$ cat config.mk
export PLATFORM = sky130hd
export DESIGN_NAME = axis_bram_adapter_v1_0_seq_flat
export DESIGN_NICKNAME = d
export VERILOG_FILES = /design/src/rtl/axis_bram_adapter_v1_0_seq_if.sv /design/src/rtl/axis_bram_adapter_v1_0_seq.sv /design/src/flat_wrapper.sv
export SDC_FILE = /design/constraint.sdc
export NUM_CORES = 1
export LEC_CHECK = 0
export CAP_MARGIN = 5
export CELL_PAD_IN_SITES_DETAIL_PLACEMENT = 1
export CELL_PAD_IN_SITES_GLOBAL_PLACEMENT = 2
export CORE_MARGIN = 2
export CORE_UTILIZATION = 40
export CTS_CLUSTER_SIZE = 10
export DETAILED_ROUTE_END_ITERATION = 8
export DONT_BUFFER_PORTS = 1
export HOLD_SLACK_MARGIN = 0.03
export PLACE_DENSITY_LB_ADDON = 0.1
export SLEW_MARGIN = 10
export SYNTH_ARGS = -nofsm -noshare
export SYNTH_HDL_FRONTEND = slang
export SYNTH_SLANG_ARGS = --single-unit
$ cat constraint.sdc
create_clock -name clk -period 4.8 [get_ports clk]
set_input_delay 0.96 -clock clk [delete_from_list [all_inputs] [get_ports clk]]
set_output_delay 0.96 -clock clk [all_outputs]
set_load 0.005 [all_outputs]
$ cat src/rtl/axis_bram_adapter_v1_0_seq_if.sv
// Command, stream and controller-programming signals of the BRAM adapter sequencer.
// The slave modport is the sequencer's view; master is the surrounding logic's view.
interface axis_bram_adapter_v1_0_seq_if #(
  parameter int BRAM_ADDR_LENGTH = 12
);
  logic                        cmd_valid;
  logic                        cmd_ready;
  logic                        cmd_rw;
  logic [BRAM_ADDR_LENGTH-1:0] cmd_start_index;
  logic [BRAM_ADDR_LENGTH-1:0] cmd_bound_index;
  logic                        cmd_abort;
  logic                        s_valid;
  logic                        s_ready;
  logic                        m_valid;
  logic                        m_ready;
  logic                        m_last;
  logic                        ctl_rw;
  logic                        ctl_addr_reload;
  logic [BRAM_ADDR_LENGTH-1:0] ctl_start_index;
  logic [BRAM_ADDR_LENGTH-1:0] ctl_bound_index;
  logic                        ctl_stream_in_valid;
  logic                        ctl_stream_out_accep;
  logic                        ctl_stream_in_accep;
  logic                        ctl_stream_out_valid;
  logic                        ctl_stream_out_tlast;

  modport slave (
    input  cmd_valid, cmd_rw, cmd_start_index, cmd_bound_index, cmd_abort,
    input  s_valid, m_ready,
    input  ctl_stream_in_accep, ctl_stream_out_valid, ctl_stream_out_tlast,
    output cmd_ready, s_ready, m_valid, m_last,
    output ctl_rw, ctl_addr_reload, ctl_start_index, ctl_bound_index,
    output ctl_stream_in_valid, ctl_stream_out_accep
  );

  modport master (
    output cmd_valid, cmd_rw, cmd_start_index, cmd_bound_index, cmd_abort,
    output s_valid, m_ready,
    output ctl_stream_in_accep, ctl_stream_out_valid, ctl_stream_out_tlast,
    input  cmd_ready, s_ready, m_valid, m_last,
    input  ctl_rw, ctl_addr_reload, ctl_start_index, ctl_bound_index,
    input  ctl_stream_in_valid, ctl_stream_out_accep
  );
endinterface

$ cat src/rtl/axis_bram_adapter_v1_0_seq.sv
// Transfer sequencer for the BRAM adapter controller: runs one command at a time,
// flushes and reloads the controller, gates stream beats and reports completion.
module axis_bram_adapter_v1_0_seq #(
  parameter int BRAM_ADDR_LENGTH   = 12,
  parameter int BRAM_WIDTH_IN_WORD = 36
) (
  input  logic                        clk,
  input  logic                        rstn,
  axis_bram_adapter_v1_0_seq_if.slave bus,
  output logic                        busy,
  output logic                        done,
  output logic [1:0]                  err,
  output logic [BRAM_ADDR_LENGTH:0]   lines_done
);
  localparam int AW = BRAM_ADDR_LENGTH;
  localparam int WW = (BRAM_WIDTH_IN_WORD > 1) ? $clog2(BRAM_WIDTH_IN_WORD) : 1;
  localparam logic [WW-1:0] WORD_LAST = WW'(BRAM_WIDTH_IN_WORD - 1);
  localparam logic [AW:0]   ONE_LINE  = {{AW{1'b0}}, 1'b1};

  typedef enum logic [2:0] {
    S_IDLE, S_FLUSH, S_LOAD, S_SETTLE, S_RUN, S_DRAIN, S_DONE
  } state_t;

  state_t        r_state;
  logic          r_dir;
  logic          r_ctl_rw;
  logic          r_reload;
  logic          r_cmd_ready;
  logic          r_busy;
  logic          r_done;
  logic          r_drain;
  logic [AW-1:0] r_start;
  logic [AW-1:0] r_bound;
  logic [AW:0]   r_total;
  logic [AW:0]   r_lines;
  logic [WW-1:0] r_word;
  logic [1:0]    r_err;

  logic          w_run_wr;
  logic          w_run_rd;
  logic          w_hs;
  logic          w_wrap;
  logic          w_wr_last;
  logic          w_rd_last;
  logic          w_complete;
  logic          w_abort;
  logic          w_range_err;
  logic [AW:0]   w_lines_inc;

  // Stream gating is purely combinational so a beat sees no extra latency.
  assign w_run_wr = (r_state == S_RUN) && r_dir;
  assign w_run_rd = (r_state == S_RUN) && !r_dir;

  assign bus.ctl_stream_in_valid  = w_run_wr && bus.s_valid;
  assign bus.s_ready              = w_run_wr && bus.ctl_stream_in_accep;
  assign bus.m_valid              = w_run_rd && bus.ctl_stream_out_valid;
  assign bus.ctl_stream_out_accep = w_run_rd && bus.m_ready;
  assign bus.m_last               = bus.m_valid && bus.ctl_stream_out_tlast;

  assign w_hs        = (bus.s_valid && bus.s_ready) || (bus.m_valid && bus.m_ready);
  assign w_wrap      = w_hs && (r_word == WORD_LAST);
  assign w_lines_inc = r_lines + ONE_LINE;
  assign w_wr_last   = w_run_wr && w_wrap && (w_lines_inc == r_total);
  assign w_rd_last   = bus.m_ready && bus.m_last;
  assign w_complete  = w_wr_last || w_rd_last;
  assign w_abort     = bus.cmd_abort && r_busy && (r_state != S_DONE);
  assign w_range_err = bus.cmd_bound_index < bus.cmd_start_index;

  assign bus.cmd_ready       = r_cmd_ready;
  assign bus.ctl_rw          = r_ctl_rw;
  assign bus.ctl_addr_reload = r_reload;
  assign bus.ctl_start_index = r_start;
  assign bus.ctl_bound_index = r_bound;
  assign busy                = r_busy;
  assign done                = r_done;
  assign err                 = r_err;
  assign lines_done          = r_lines;

  always_ff @(posedge clk) begin
    if (!rstn) begin
      r_state     <= S_IDLE;
      r_dir       <= 1'b1;
      r_ctl_rw    <= 1'b1;
      r_reload    <= 1'b0;
      r_cmd_ready <= 1'b1;
      r_busy      <= 1'b0;
      r_done      <= 1'b0;
      r_drain     <= 1'b0;
      r_start     <= '0;
      r_bound     <= '0;
      r_total     <= '0;
      r_lines     <= '0;
      r_word      <= '0;
      r_err       <= 2'b00;
    end else begin
      r_reload <= 1'b0;
      r_done   <= 1'b0;
      if (w_hs) begin
        r_word <= w_wrap ? '0 : r_word + WW'(1);
        if (w_wrap) r_lines <= w_lines_inc;
      end
      // A completing handshake outranks a simultaneous abort.
      if (w_abort && !w_complete) begin
        r_state <= S_DONE;
        r_err   <= 2'b10;
        r_done  <= 1'b1;
      end else begin
        case (r_state)
          S_IDLE: begin
            if (bus.cmd_valid) begin
              r_dir       <= bus.cmd_rw;
              r_start     <= bus.cmd_start_index;
              r_bound     <= bus.cmd_bound_index;
              r_total     <= {1'b0, bus.cmd_bound_index} - {1'b0, bus.cmd_start_index} + ONE_LINE;
              r_lines     <= '0;
              r_word      <= '0;
              r_cmd_ready <= 1'b0;
              r_busy      <= 1'b1;
              if (w_range_err) begin
                r_err   <= 2'b01;
                r_state <= S_DONE;
                r_done  <= 1'b1;
              end else begin
                r_err    <= 2'b00;
                r_state  <= S_FLUSH;
                r_ctl_rw <= ~bus.cmd_rw;
              end
            end
          end
          S_FLUSH: begin
            // Returning rw to dir gives the controller the edge that clears its word counter.
            r_state  <= S_LOAD;
            r_ctl_rw <= r_dir;
            r_reload <= 1'b1;
          end
          S_LOAD:   r_state <= S_SETTLE;
          S_SETTLE: r_state <= S_RUN;
          S_RUN: begin
            if (w_wr_last) begin
              r_state <= S_DRAIN;
              r_drain <= 1'b0;
            end else if (w_rd_last) begin
              r_state <= S_DONE;
              r_done  <= 1'b1;
            end
          end
          S_DRAIN: begin
            if (r_drain) begin
              r_state <= S_DONE;
              r_done  <= 1'b1;
            end else begin
              r_drain <= 1'b1;
            end
          end
          S_DONE: begin
            r_state     <= S_IDLE;
            r_busy      <= 1'b0;
            r_cmd_ready <= 1'b1;
          end
          default: r_state <= S_IDLE;
        endcase
      end
    end
  end
endmodule

$ cat src/flat_wrapper.sv
// flat-port wrapper written by rule: the top's interface ports become plain ports
module axis_bram_adapter_v1_0_seq_flat 
#(
  parameter int BRAM_ADDR_LENGTH   = 12,
  parameter int BRAM_WIDTH_IN_WORD = 36
)
  (clk, rstn, busy, done, err, lines_done, bus_cmd_valid, bus_cmd_rw, bus_cmd_start_index, bus_cmd_bound_index, bus_cmd_abort, bus_s_valid, bus_m_ready, bus_ctl_stream_in_accep, bus_ctl_stream_out_valid, bus_ctl_stream_out_tlast, bus_cmd_ready, bus_s_ready, bus_m_valid, bus_m_last, bus_ctl_rw, bus_ctl_addr_reload, bus_ctl_start_index, bus_ctl_bound_index, bus_ctl_stream_in_valid, bus_ctl_stream_out_accep);
  axis_bram_adapter_v1_0_seq_if #(.BRAM_ADDR_LENGTH(BRAM_ADDR_LENGTH)) bus_i ();
  input  logic clk;
  input  logic rstn;
  output logic busy;
  output logic done;
  output logic [1:0] err;
  output logic [BRAM_ADDR_LENGTH:0] lines_done;
  input wire logic [$bits(bus_i.cmd_valid)-1:0] bus_cmd_valid;
  input wire logic [$bits(bus_i.cmd_rw)-1:0] bus_cmd_rw;
  input wire logic [$bits(bus_i.cmd_start_index)-1:0] bus_cmd_start_index;
  input wire logic [$bits(bus_i.cmd_bound_index)-1:0] bus_cmd_bound_index;
  input wire logic [$bits(bus_i.cmd_abort)-1:0] bus_cmd_abort;
  input wire logic [$bits(bus_i.s_valid)-1:0] bus_s_valid;
  input wire logic [$bits(bus_i.m_ready)-1:0] bus_m_ready;
  input wire logic [$bits(bus_i.ctl_stream_in_accep)-1:0] bus_ctl_stream_in_accep;
  input wire logic [$bits(bus_i.ctl_stream_out_valid)-1:0] bus_ctl_stream_out_valid;
  input wire logic [$bits(bus_i.ctl_stream_out_tlast)-1:0] bus_ctl_stream_out_tlast;
  output wire logic [$bits(bus_i.cmd_ready)-1:0] bus_cmd_ready;
  output wire logic [$bits(bus_i.s_ready)-1:0] bus_s_ready;
  output wire logic [$bits(bus_i.m_valid)-1:0] bus_m_valid;
  output wire logic [$bits(bus_i.m_last)-1:0] bus_m_last;
  output wire logic [$bits(bus_i.ctl_rw)-1:0] bus_ctl_rw;
  output wire logic [$bits(bus_i.ctl_addr_reload)-1:0] bus_ctl_addr_reload;
  output wire logic [$bits(bus_i.ctl_start_index)-1:0] bus_ctl_start_index;
  output wire logic [$bits(bus_i.ctl_bound_index)-1:0] bus_ctl_bound_index;
  output wire logic [$bits(bus_i.ctl_stream_in_valid)-1:0] bus_ctl_stream_in_valid;
  output wire logic [$bits(bus_i.ctl_stream_out_accep)-1:0] bus_ctl_stream_out_accep;
  assign bus_i.cmd_valid = bus_cmd_valid;
  assign bus_i.cmd_rw = bus_cmd_rw;
  assign bus_i.cmd_start_index = bus_cmd_start_index;
  assign bus_i.cmd_bound_index = bus_cmd_bound_index;
  assign bus_i.cmd_abort = bus_cmd_abort;
  assign bus_i.s_valid = bus_s_valid;
  assign bus_i.m_ready = bus_m_ready;
  assign bus_i.ctl_stream_in_accep = bus_ctl_stream_in_accep;
  assign bus_i.ctl_stream_out_valid = bus_ctl_stream_out_valid;
  assign bus_i.ctl_stream_out_tlast = bus_ctl_stream_out_tlast;
  assign bus_cmd_ready = bus_i.cmd_ready;
  assign bus_s_ready = bus_i.s_ready;
  assign bus_m_valid = bus_i.m_valid;
  assign bus_m_last = bus_i.m_last;
  assign bus_ctl_rw = bus_i.ctl_rw;
  assign bus_ctl_addr_reload = bus_i.ctl_addr_reload;
  assign bus_ctl_start_index = bus_i.ctl_start_index;
  assign bus_ctl_bound_index = bus_i.ctl_bound_index;
  assign bus_ctl_stream_in_valid = bus_i.ctl_stream_in_valid;
  assign bus_ctl_stream_out_accep = bus_i.ctl_stream_out_accep;
  axis_bram_adapter_v1_0_seq #(.BRAM_ADDR_LENGTH(BRAM_ADDR_LENGTH), .BRAM_WIDTH_IN_WORD(BRAM_WIDTH_IN_WORD)) u_core (.clk(clk), .rstn(rstn), .bus(bus_i), .busy(busy), .done(done), .err(err), .lines_done(lines_done));
endmodule
==> flow_summary_export.csv, run 1 <==
group,metric,value,unit
worst_setup_path,cp-end-kind,"flop",
timing,finalSetupTns,0,ns
layout,drive_gt1_frac,0.0521,
clock_network,cts_max_level,3,
yosys,synth_top_family_by_area,"simple AND/OR/NAND/NOR gates",
clock_network,clock_path_buffers,2,
yosys,synthXorXnorAreaFrac,0.0784,
yosys,async_flop_share,0,
clock_network,clock_latency,0.35,ns
outcome,status,"finished clean",
yosys,synthesis.nets,571,
placed_design,io_buffers,0,
die,coreArea,9770,um2
yosys,yosysWarnings,0,
die,start_util,0.411,
drt,remaining_drc_errors,0,
placed_design,dp_hpwl,7.70,mm
timing,hold_viol_final,0,
clock_network,post_cts_buffers,0,
die,fp.dieH,104,um
timing,rsz0062_at_grt,"false",
drt,via_per_inst,5.33,
layout,synthToLayoutAreaGrowth,6.25,%
worst_setup_path,crit_path_max_fanout,25,
timing,drv_slew,0,
global_routing,grt_pass1_wl,17.0,mm
power_and_ir_drop,vdd_ir_drop_max,184,uV
drt,drt_iter0_drc,126,
yosys,synth_top_flop_cell,"dfxtp_1",
clock_network,ctsResizeCount,0,
worst_setup_path,worstSetupPathType,"reg2reg",
clock_network,cts_made_buffers,9,
die,rows,36,
yosys,syn-mean-instance-area,7.98,um2
drt,wl,10.0,mm
layout,fin_nets,561,
layout,antennaDiodeCount,0,
yosys,synth_fa_ha_area_frac,0.114,
yosys,postSynthCellCount,504,
layout,utilization,0.437,
worst_setup_path,cpMaxStageDelayCell,"and2_1",
worst_setup_path,start_kind,"flop",
yosys,syn-cell-area,4020,um2
die,dieArea,10900,um2
global_routing,grt_max_degree,38,
yosys,synthMuxAreaShare,0.00498,
yosys,synth-edff-count,0,
timing,setup_viol,0,
timing,period_share,0.646,
timing,min_period,3.10,ns
drt,wl_per_cell,15.9,um
clock_network,cts_num_sinks,68,
worst_setup_path,worstPathCellList,"nor3b_2 -> and3b_1 -> nand3_1 -> nand4_4 -> and2_1 -> buf_4 -> nand2_1 -> a21oi_1",
global_routing,overflow,0,
placed_design,routabilityCongestion,0.782,
yosys,synth-seq-area-share,0.339,
clock_network,clk_pin_slew,0.08,ns
die,io_pins,83,
global_routing,grt_use_total,0.194,
global_routing,grt_pass1_vias,3450,
worst_setup_path,crit_arrival,3.39,ns
yosys,synth_simple_gate_area_frac,0.251,
timing,final.setup_skew,0.00922,ns
power_and_ir_drop,powerDensity,426,nW/um2
worst_setup_path,cpPeakStageDelay,0.62,ns
yosys,synth.distinct_cells,56,
hold_path,min_path_type,"reg2reg",
timing,tightest_slew,0.729,ns
drt,dr.pass1.iters,4,
global_routing,antenna_found_initial,0,
power_and_ir_drop,p_leak,1.67,nW
clock_network,cts_tree,"built",
drt,vias,3370,
clock_network,holdBufCountCts,0,
timing,max_freq,0.322,GHz
die,die_w,104,um
yosys,synth-seq-cells,68,
worst_setup_path,required,5.08,ns
yosys,synth_compound_area_frac,0.157,
drt,detail-route-antenna-nets,0,
job,maxCapViolCount,0,
clock_network,clockRootBuffer,"clkbuf_8",
timing,slew_headroom,0.514,
-- registers in the layout (all words and copies together), names as in the netlist --
| register | cells |
|---|---|
| u_core.bus.ctl_rw | 1 |
| u_core.r_drain | 1 |
| u_core.r_total | 13 |
| u_core.r_dir | 1 |
| u_core.busy | 1 |
| u_core.r_word | 6 |
| u_core.bus.cmd_ready | 1 |
| u_core.err | 2 |
| u_core.done | 1 |
| u_core.bus.ctl_start_index | 12 |
| u_core.lines_done | 13 |
| u_core.bus.ctl_bound_index | 12 |
| u_core.bus.ctl_addr_reload | 1 |
| u_core.r_state | 3 |
-- critical path: cells and delay by family, from the launching register on --
kind            cells  cell delay (ns)
compound gates      1             0.14
buf+inv             1             0.38
simple gates        6             1.95
flops               1             0.55
-- worst paths after layout --
kind	slack (ns)	startpoint	depth (start not counted)	end
max reg2reg	1.70	u_core.r_state[2]$_SDFFE_PN0P_	8	u_core.bus.ctl_bound_index[0]$_SDFFE_PN0P_
max	1.70	u_core.r_state[2]$_SDFFE_PN0P_	8	u_core.bus.ctl_bound_index[0]$_SDFFE_PN0P_
min reg2reg	0.47	u_core.bus.ctl_bound_index[11]$_SDFFE_PN0P_	2	u_core.bus.ctl_bound_index[11]$_SDFFE_PN0P_
min	0.47	u_core.bus.ctl_bound_index[11]$_SDFFE_PN0P_	2	u_core.bus.ctl_bound_index[11]$_SDFFE_PN0P_
-- cell families after synthesis --
kind of cell    count (synthesis)
compound gates                100
mux                             2
flops                          68
simple gates                  208
xor+xnor                       36
buf+inv                        57
fa+ha+maj                      33
-- cells in the final DEF (no fill, tap or decap), drive strengths merged, types with 7 or more instances in the layout --
cell and count:
clkbuf 11, nand2b 7, xnor2 22, a21oi 45
inv 34, nand2 88, dfxtp 68, nand3 16
o21ai 16, and2 7, nor3 11, a31oi 7
nor2 39, xor2 14, ha 27
-- final cells by class --
| cell class | instances | area [um2] |
|---|---|---|
| fillers | 1230 | 5500 |
| multi-input cells | 379 | 2430 |
| flip-flops and latches | 68 | 1360 |
| well taps | 133 | 166 |
| clock buffers | 11 | 141 |
| inverters | 34 | 128 |
| clock inverters | 5 | 27.5 |
| repair buffers | 2 | 15.0 |
-- per-layer routing --
layer,up-vias,GRT usage,share of wire
met5,-,0,0
met4,0,0.0550,0.010
met3,10,0.0633,0.058
met2,74,0.320,0.47
met1,1587,0.243,0.46
li1,1699,-,-
-- stage by stage --
stage	cells	area [um2]	worst slack (ns)	hold WS (ns)	total power, W
floorplan	504	4020	1.73	0.442	0.00127
global placement	616	4100	1.45	0.459	0.00139
detailed placement	616	4100	1.42	0.469	0.00142
CTS	632	4270	1.65	0.480	0.00185
global route	632	4270	1.34	0.499	0.00198
finish	632	4270	1.70	0.475	0.00182
-- synth_stat cells (3+ instances only) --
| master | count | area [um2] |
|---|---|---|
| nand2_1 | 88 | 330 |
| dfxtp_1 | 68 | 1360 |
| a21oi_1 | 44 | 220 |
| nor2_1 | 39 | 146 |
| inv_1 | 33 | 124 |
| ha_1 | 27 | 338 |
| xnor2_1 | 22 | 193 |
| nand3_1 | 16 | 80.1 |
| o21ai_0 | 16 | 80.1 |
| xor2_1 | 14 | 123 |
| clkbuf_1 | 13 | 48.8 |
| nor3_1 | 11 | 55.1 |
| buf_2 | 10 | 50.1 |
| a31oi_1 | 7 | 43.8 |
| and2_1 | 7 | 43.8 |
| a211oi_1 | 6 | 45.0 |
| and3_1 | 6 | 37.5 |
| fa_1 | 6 | 120 |
| nand2b_1 | 6 | 37.5 |
| nand4_1 | 5 | 31.3 |
| o21bai_1 | 5 | 37.5 |
| nand3b_1 | 4 | 30.0 |
| nor2b_1 | 4 | 25.0 |
| or3_1 | 4 | 25.0 |
| nor4b_1 | 3 | 26.3 |
-- power breakdown --
group / total, W / leakage, nW / switching, W / internal [W]
sequential: 0.000807 / 0.554 / 0.000127 / 0.000680
clock: 0.000427 / 0.0889 / 0.000229 / 0.000198
combinational: 0.000585 / 1.02 / 0.000354 / 0.000231
total: 0.00182 / 1.67 / 0.000710 / 0.00111
Note: power is estimated with default switching activity, not from simulation.
==> run 2: changes to the inputs <==
CORE_UTILIZATION = 37   (was 40)
clock period = 2.9 ns   (was 4.8 ns; I/O delays follow)
==> flow_summary_export.csv, run 2 (synthesis gave the netlist of run 1 again) <==
group,metric,value,unit
drt,wl_per_cell,16.3,um
clock_network,cts_num_sinks,68,
worst_setup_path,rrSetupSlack,0.45,ns
layout,utilization,0.406,
placed_design,routabilityCongestion,0.774,
drt,vias,3363,
power_and_ir_drop,vdd_ir_drop_max,316,uV
placed_design,io_buffers,0,
drt,dr.pass1.iters,4,
drt,remaining_drc_errors,0,
clock_network,clock_latency,0.36,ns
die,coreArea,10700,um2
clock_network,cts_tree,"built",
layout,seqCellArea,1360,um2
timing,hold_viol_final,0,
timing,period_share,0.873,
die,dieArea,11700,um2
timing,max_freq,0.395,GHz
timing,rsz0062_at_grt,"false",
hold_path,min_path_type,"in2reg",
layout,multi_input_area,2430,um2
timing,finalSetupTns,0,ns
die,rows,38,
job,maxCapViolCount,0,
global_routing,grt_max_degree,38,
worst_setup_path,cp-end-kind,"flop",
drt,detail-route-antenna-nets,0,
timing,setup_viol,0,
die,start_util,0.376,
die,io_pins,83,
worst_setup_path,start_kind,"primary input",
timing,slew_headroom,0.553,
drt,wl,10.5,mm
layout,final_cell_mix,"nand2_1 (88), dfxtp_1 (68), a21oi_1 (44)",
drt,via_per_inst,5.22,
global_routing,grt_pass1_vias,3576,
global_routing,antenna_found_initial,0,
worst_setup_path,worstSetupPathType,"in2reg",
timing,drv_slew,0,
global_routing,overflow,0,
outcome,status,"finished clean",
die,fp.dieH,108,um
layout,synthToLayoutAreaGrowth,7.97,%
layout,drive_gt1_frac,0.0615,
layout,final_common_cell,"nand2_1",
clock_network,clock_path_buffers,2,
timing,min_period,2.53,ns
layout,fin_nets,566,
clock_network,cts_made_buffers,9,
global_routing,grt_use_total,0.194,
placed_design,dp_slack,-0.0403,ns
worst_setup_path,crit_arrival,2.77,ns
die,die_w,108,um
power_and_ir_drop,powerDensity,719,nW/um2
clock_network,clk_pin_slew,0.08,ns
worst_setup_path,required,3.14,ns
clock_network,clockRootBuffer,"clkbuf_8",
power_and_ir_drop,p_leak,1.70,nW
clock_network,post_cts_buffers,0,
placed_design,dp_hpwl,8.16,mm
clock_network,ctsResizeCount,0,
timing,worst_slack,0.370,ns
layout,nFillCells,1320,
clock_network,cts_max_level,3,
layout,postLayoutCellArea,4340,um2
global_routing,grt_pass1_wl,17.6,mm
worst_setup_path,crit_path_max_fanout,5,
placed_design,dpl_cell_area,4150,um2
drt,drt_iter0_drc,88,
timing,final.setup_skew,0.0105,ns
layout,antennaDiodeCount,0,
clock_network,holdBufCountCts,0,
timing,tightest_slew,0.670,ns
==> run 2: final cells by class <==
cell class,instances,share of cell area
clock inverters,6,0.0147
flip-flops and latches,68,0.314
repair buffers,7,0.0121
multi-input cells,379,0.561
clock buffers,10,0.0294
inverters,34,0.0294
well taps,140,0.0403
==> run 2: power breakdown <==
group / internal, W / switching, W / total, W
Sequential: 0.00112 / 0.000208 / 0.00133
Combinational: 0.000407 / 0.000591 / 0.000999
Clock: 0.000397 / 0.000393 / 0.000791
==> run 2: per-stage QoR <==
stage | power, W | hold slack (ns) | std cells
3_3_place_gp | 0.00234 | 0.461 | 628
4_1_cts | 0.00319 | 0.278 | 644
3_5_place_dp | 0.00238 | 0.464 | 628
6_report | 0.00312 | 0.307 | 644
2_1_floorplan | 0.00210 | 0.442 | 504
5_1_grt | 0.00340 | 0.288 | 644
==> run 2: path summary, 6_finish.rpt <==
check                                                       to  depth (start not counted)                           start
worst min register to register  u_core.r_total[1]$_SDFFE_PN0P_                          2  u_core.r_total[1]$_SDFFE_PN0P_
worst max register to register  u_core.r_total[3]$_SDFFE_PN0P_                          8  u_core.r_state[2]$_SDFFE_PN0P_
worst max-delay path            u_core.r_state[1]$_SDFFE_PN0P_                         11          bus_cmd_start_index[2]
worst min-delay path            u_core.bus.ctl_rw$_SDFFE_PN1P_                          1                            rstn
==> run 2: routing by layer <==
layer | track usage | share of wire | vias up
li1 | - | - | 1705
met5 | 0 | 0 | -
met3 | 0.0567 | 0.058 | 9
met2 | 0.340 | 0.49 | 69
met4 | 0.0659 | 0.010 | 0
met1 | 0.225 | 0.44 | 1580
==> run 2: worst max-delay path: stages <==
cell and delay [ns]:
inv_1 0.03, ha_1 0.16, inv_1 0.06, fa_1 0.37
nor2b_1 0.14, a2111oi_0 0.47, nor2_1 0.14, o21a_1 0.28
a2111o_1 0.42, nand3_1 0.07, a21oi_1 0.06
